`config.mk`:
```
export PLATFORM = sky130hd
export DESIGN_NAME = fetch_unit_flat
export DESIGN_NICKNAME = d
export VERILOG_FILES = /design/src/rtl/fetch_unit_pkg.sv /design/src/rtl/fetch_unit_if.sv /design/src/rtl/fetch_unit.sv /design/src/flat_wrapper.sv
export SDC_FILE = /design/constraint.sdc
export NUM_CORES = 1
export LEC_CHECK = 0
export ABC_CLOCK_PERIOD_IN_PS = 1800
export CAP_MARGIN = 30
export CORE_MARGIN = 4
export CORE_UTILIZATION = 28
export DETAILED_ROUTE_END_ITERATION = 8
export REMOVE_ABC_BUFFERS = 1
export SLEW_MARGIN = 20
export SYNTH_ARGS = -nofsm -noshare
export SYNTH_HDL_FRONTEND = slang
export SYNTH_SLANG_ARGS = --single-unit
```
`constraint.sdc`:
```
create_clock -name clk -period 1.8 [get_ports clk]
set_input_delay 0.18 -clock clk [delete_from_list [all_inputs] [get_ports clk]]
set_output_delay 0.18 -clock clk [all_outputs]
set_load 0.1 [all_outputs]
```
`src/rtl/fetch_unit_pkg.sv`:
```
// Shared definitions for the fetch stage; the future decode/control stage
// reuses the state encodings and bus widths.
package fetch_unit_pkg;

    localparam int INST_W = 16;
    localparam int ADDR_W = 16;

    localparam logic [ADDR_W-1:0] DEFAULT_RESET_PC = 16'h0000;

    typedef enum logic [1:0] {
        ST_FETCH = 2'b00,
        ST_ISSUE = 2'b01,
        ST_HOLD  = 2'b10
    } fetch_state_e;

    // Instructions are halfword aligned: force bit 0 of a target address low.
    function automatic logic [ADDR_W-1:0] align_pc(input logic [ADDR_W-1:0] addr);
        return addr & {{(ADDR_W-1){1'b1}}, 1'b0};
    endfunction

endpackage

```
`src/rtl/fetch_unit_if.sv`:
```
// Instruction memory request/ready bus between the fetch stage (master)
// and instruction memory (slave).
interface fetch_unit_if;
    import fetch_unit_pkg::*;

    logic              mem_req;
    logic [ADDR_W-1:0] mem_addr;
    logic              mem_ready;
    logic [INST_W-1:0] mem_rdata;

    modport master (
        output mem_req,
        output mem_addr,
        input  mem_ready,
        input  mem_rdata
    );

    modport slave (
        input  mem_req,
        input  mem_addr,
        output mem_ready,
        output mem_rdata
    );

endinterface

```
`src/rtl/fetch_unit.sv`:
```
// Instruction fetch stage: owns the program counter, fetches one 16-bit
// instruction per request/ready handshake and hands it to the instruction
// register with a one-cycle write strobe. Stall holds a captured
// instruction; redirect reloads the PC and drops anything in flight.
module fetch_unit
    import fetch_unit_pkg::*;
#(
    parameter logic [ADDR_W-1:0] RESET_PC = DEFAULT_RESET_PC,
    parameter int unsigned       PC_STEP  = 2
) (
    input  logic              clk,
    input  logic              reset,
    input  logic              stall,
    input  logic              redirect,
    input  logic [ADDR_W-1:0] redirect_addr,
    fetch_unit_if.master      mem_bus,
    output logic [INST_W-1:0] ir_data,
    output logic              ir_write,
    output logic [ADDR_W-1:0] pc,
    output logic [ADDR_W-1:0] inst_pc
);

    fetch_state_e      state_q, state_d;
    logic              run_q;
    logic [ADDR_W-1:0] pc_q, pc_d;
    logic [ADDR_W-1:0] inst_pc_q, inst_pc_d;
    logic [INST_W-1:0] ir_data_q, ir_data_d;
    logic              fetch_done;

    // A fetch completes only while the request is actually on the bus.
    assign fetch_done = run_q && (state_q == ST_FETCH) && mem_bus.mem_ready;

    // Next-state and datapath decode; redirect overrides everything else.
    always_comb begin
        // NOTE: every signal gets a default before the case so no path leaves
        // it unassigned, which would otherwise infer a latch.
        state_d   = state_q;
        pc_d      = pc_q;
        inst_pc_d = inst_pc_q;
        ir_data_d = ir_data_q;

        case (state_q)
            ST_FETCH: begin
                if (fetch_done) begin
                    ir_data_d = mem_bus.mem_rdata;
                    inst_pc_d = pc_q;
                    pc_d      = pc_q + ADDR_W'(PC_STEP);
                    state_d   = stall ? ST_HOLD : ST_ISSUE;
                end
            end
            ST_ISSUE: state_d = ST_FETCH;
            ST_HOLD: begin
                if (!stall) begin
                    state_d = ST_ISSUE;
                end
            end
            default: state_d = ST_FETCH;
        endcase

        // Data returned alongside a redirect is dropped: capture regs keep
        // their old contents and the FSM restarts fetching at the new target.
        if (redirect) begin
            state_d   = ST_FETCH;
            pc_d      = align_pc(redirect_addr);
            inst_pc_d = inst_pc_q;
            ir_data_d = ir_data_q;
        end
    end

    // State, PC and capture registers; run_q keeps the request low for the
    // first cycle after reset releases.
    always_ff @(posedge clk or negedge reset) begin
        if (!reset) begin
            state_q   <= ST_FETCH;
            run_q     <= 1'b0;
            pc_q      <= RESET_PC;
            inst_pc_q <= RESET_PC;
            ir_data_q <= '0;
        end else begin
            // NOTE: non-blocking assignments so every register samples the
            // pre-edge values, independent of statement order.
            state_q   <= state_d;
            run_q     <= 1'b1;
            pc_q      <= pc_d;
            inst_pc_q <= inst_pc_d;
            ir_data_q <= ir_data_d;
        end
    end

    assign mem_bus.mem_req  = run_q && (state_q == ST_FETCH);
    assign mem_bus.mem_addr = pc_q;
    assign ir_write         = (state_q == ST_ISSUE);
    assign ir_data          = ir_data_q;
    assign pc               = pc_q;
    assign inst_pc          = inst_pc_q;

endmodule

```
`src/flat_wrapper.sv`:
```
// flat-port wrapper written by rule: the top's interface ports become plain ports
module fetch_unit_flat import fetch_unit_pkg::*;
#(
    parameter logic [ADDR_W-1:0] RESET_PC = DEFAULT_RESET_PC,
    parameter int unsigned       PC_STEP  = 2
)
  (clk, reset, stall, redirect, redirect_addr, ir_data, ir_write, pc, inst_pc, mem_bus_mem_req, mem_bus_mem_addr, mem_bus_mem_ready, mem_bus_mem_rdata);
  fetch_unit_if mem_bus_i ();
  input  logic clk;
  input  logic reset;
  input  logic stall;
  input  logic redirect;
  input  logic [ADDR_W-1:0] redirect_addr;
  output logic [INST_W-1:0] ir_data;
  output logic ir_write;
  output logic [ADDR_W-1:0] pc;
  output logic [ADDR_W-1:0] inst_pc;
  output wire logic [$bits(mem_bus_i.mem_req)-1:0] mem_bus_mem_req;
  output wire logic [$bits(mem_bus_i.mem_addr)-1:0] mem_bus_mem_addr;
  input wire logic [$bits(mem_bus_i.mem_ready)-1:0] mem_bus_mem_ready;
  input wire logic [$bits(mem_bus_i.mem_rdata)-1:0] mem_bus_mem_rdata;
  assign mem_bus_mem_req = mem_bus_i.mem_req;
  assign mem_bus_mem_addr = mem_bus_i.mem_addr;
  assign mem_bus_i.mem_ready = mem_bus_mem_ready;
  assign mem_bus_i.mem_rdata = mem_bus_mem_rdata;
  fetch_unit #(.RESET_PC(RESET_PC), .PC_STEP(PC_STEP)) u_core (.clk(clk), .reset(reset), .stall(stall), .redirect(redirect), .redirect_addr(redirect_addr), .mem_bus(mem_bus_i), .ir_data(ir_data), .ir_write(ir_write), .pc(pc), .inst_pc(inst_pc));
endmodule
```
==> flow_summary.yaml <==
synthesis:
  synth_edf_count: 0
  synth_area_leaders: "dfrtp_1 (54%), mux2_2 (15%), buf_4 (5.9%)"
  ys.flop_type: "dfrtp_1"
  ys_warn_count: 0
  synth.distinct_cells: 31
  synth_area_mm2: 0.00228
  ys_ff_latch: 49
  synthCells: 194
  yosys.area.top_type: "dfrtp_1"
  synth.top_cells.by_count: "dfrtp_1 (49), mux2_2 (31), buf_4 (18), nand2_1 (17), o21ai_0 (15)"
  syn-mean-instance-area_um2: 11.7
  ys_seq_area_frac: 0.538
  synth-async-reset-ratio: 1.00
  synth.most_common_cell: "dfrtp_1"
  synth_top_area_frac: 0.538
timing:
  maxSlewHeadroom: 0.615
  min_period_over_period: 0.940
  skew_ps: 10.4
  grt_setup_unrepaired: "no"
  tns_ps: 0
  setup_viol: 0
  final_hold_viol_count: 0
  tightest_slew_ps: 578
  min_period_ps: 1690
  fmax_ghz: 0.591
  maxSlewViolCount: 0
worst_setup_path:
  crit_type: "register to register"
  cp-end-kind: "register"
  rr_startpoint: "u_core.state_q[0]$_DFFE_PN0P_"
  r2r_setup_slack_ps: 110
  cp_max_fo: 4
  crit_start: "u_core.state_q[0]$_DFFE_PN0P_"
  cp-endpoint: "u_core.mem_bus.mem_addr[12]$_DFFE_PN0P_"
  startpoint_type: "register"
  rr_worst_depth: 4
  required_ps: 2030
  timing.rr.end: "u_core.mem_bus.mem_addr[12]$_DFFE_PN0P_"
  worstPathArrival_ps: 1920
detailed_routing:
  initialDrtViolationCount: 38
  ant_nets: 0
  drt_pass1_iterations: 4
  drc: 0
  routedWlPerCell_um: 14.3
  via_per_inst: 4.50
  wl_um: 5690
  vias: 1796
cts:
  htreeDepth: 2
  cts_tree: "done"
  root_buffer: "clkbuf_8"
  post-cts-setup-buffers: 0
  cts.sinks: 49
  cts-buffers-inserted: 5
  worstSkewPairLatency_ps: 300
  clk_pin_slew_ps: 90
  clk_path_buf_depth: 2
pwr:
  leakagePower_nw: 1.58
  power_density_mw_per_mm2: 1340
  ir_drop_v: 0.000660
global_route:
  grt_pass1_wl_um: 9490
  overflow: 0
  grt_pass1_vias: 1942
  grtUsageTotal: 0.121
  antenna_found_initial: 0
  grt_max_degree: 30
die:
  io_pins: 103
  die_height_um: 98.2
  die_w_um: 98.2
  core-area_mm2: 0.00781
  die_area_mm2: 0.00964
  initial_core_util: 0.292
  rows: 32
cells_and_area:
  fin_util: 0.467
  diodes: 0
  nNetsFinal: 334
  area_growth_syn_to_layout_pct: 60.1
  layout-drive-gt1-share: 0.421
  fillers: 731
placement:
  dp_hpwl_um: 4410
  globalplace.congestion: 0.750
  portBuffers: 98
outcome:
  status: "finished, final reports clean"
flow_run:
  max_cap_violations: 0
min_path:
  hold_path.class: "input port to async pin"
[placed cells by master, fill, tap and decap left out, drive strengths merged]
| cell | netlist | final |
|---|---|---|
| buf | 19 | 84 |
| dfrtp | 49 | 49 |
| clkdlybuf4s50 | 0 | 34 |
| mux2 | 31 | 31 |
| nand2 | 17 | 17 |
| o21ai | 15 | 15 |
| xnor2 | 8 | 8 |
| clkbuf | 7 | 8 |
| nand4 | 6 | 6 |
| nor2 | 6 | 6 |
| nand3 | 5 | 5 |
| nor4 | 5 | 5 |
| conb | 2 | 4 |
| inv | 3 | 3 |
| xor2 | 3 | 3 |
| a31oi | 2 | 2 |
| nor3 | 2 | 2 |
| mux2i | 2 | 2 |
| or3 | 2 | 2 |
| nor3b | 1 | 1 |
| and2b | 1 | 1 |
| nand4bb | 1 | 1 |
| and4bb | 1 | 1 |
| and4 | 1 | 1 |
| and3 | 1 | 1 |
| o31ai | 1 | 1 |
| or4 | 1 | 1 |
| nor2b | 1 | 1 |
| ha | 1 | 1 |
| dlygate4sd3 | 0 | 1 |
[final cells by class]
class                   count  area [µm²]  area share
repair buffers            119        1330       0.364
flip-flops and latches     49        1230       0.336
multi-input cells         118         873       0.239
well taps                 102         128      0.0350
clock buffers               8        80.1      0.0220
inverters                   3        11.3     0.00309
[stage by stage]
step	setup slack, ps	hold WS [ps]	total power, mW	cells	area, µm²
floorplan	-1210	-116	3.46	170	2100
global placement	-155	214	4.28	390	3560
detailed placement	-177	215	4.30	390	3560
CTS	38.0	424	4.94	399	3650
global route	4.34	429	5.09	399	3650
finish	109	403	4.89	399	3650
[power breakdown]
group	internal [mW]	switching, mW	leakage, nW	total (mW)
combinational	0.722	2.11	0.954	2.83
clock	0.277	0.355	0.0395	0.632
sequential	1.30	0.127	0.589	1.43
[logic make-up (layout without fill, tap and decap cells)]
kind of cell	after synthesis	count (layout)	share of synthesized area
adders and majority gates	1	1	0.00549
other	2	4	0.00330
and+or+nand+nor	51	51	0.122
muxes	33	33	0.162
AOI/OAI and AO/OA	18	18	0.0417
xor gates and xnor gates	11	11	0.0423
buffers and inverters	29	130	0.0851
DFF	49	49	0.538
[critical path, cell delays in order (launching register included)]
cell       delay, ps
dfrtp_1          380
nand4bb_1        220
or3_4            400
or4_1            500
a31oi_1          130
[state kept, by name, indices dropped and copies added, names as in the netlist]
signal / flops
u_core.inst_pc: 15
u_core.ir_data: 16
u_core.mem_bus.mem_addr: 15
u_core.run_q: 1
u_core.state_q: 2
[worst min-delay path by stage]
| stage | startpoint | end | slack, ps | depth (start not counted) |
|---|---|---|---|---|
| 3_3_place_gp | reset | u_core.inst_pc[14]$_DFFE_PN0P_ | 210 | 1 |
| 2_1_floorplan | reset | u_core.inst_pc[10]$_DFFE_PN0P_ | -120 | 0 |
| 4_1_cts | redirect_addr[13] | u_core.mem_bus.mem_addr[13]$_DFFE_PN0P_ | 420 | 3 |
| 5_1_grt | redirect_addr[15] | u_core.mem_bus.mem_addr[15]$_DFFE_PN0P_ | 430 | 3 |
| 3_5_place_dp | reset | u_core.inst_pc[14]$_DFFE_PN0P_ | 210 | 1 |
| 6_report | reset | u_core.inst_pc[14]$_DFFE_PN0P_ | 400 | 2 |
[what timing repair did]
item	CTS	global route
endpoints found under the setup margin	0	1
hold endpoints to repair	24	0
gates resized for setup	0	0
hold buffers	1	0
[per-layer routing]
| metal | share of wire | global-route usage | vias to the layer above |
|---|---|---|---|
| met2 | 0.46 | 0.195 | 72 |
| met5 | 0 | 0 | - |
| met3 | 0.094 | 0.0479 | 4 |
| met4 | 0.0065 | 0.0252 | 0 |
| met1 | 0.44 | 0.154 | 864 |
| li1 | - | - | 856 |
Note: power is estimated with default switching activity, not from simulation.
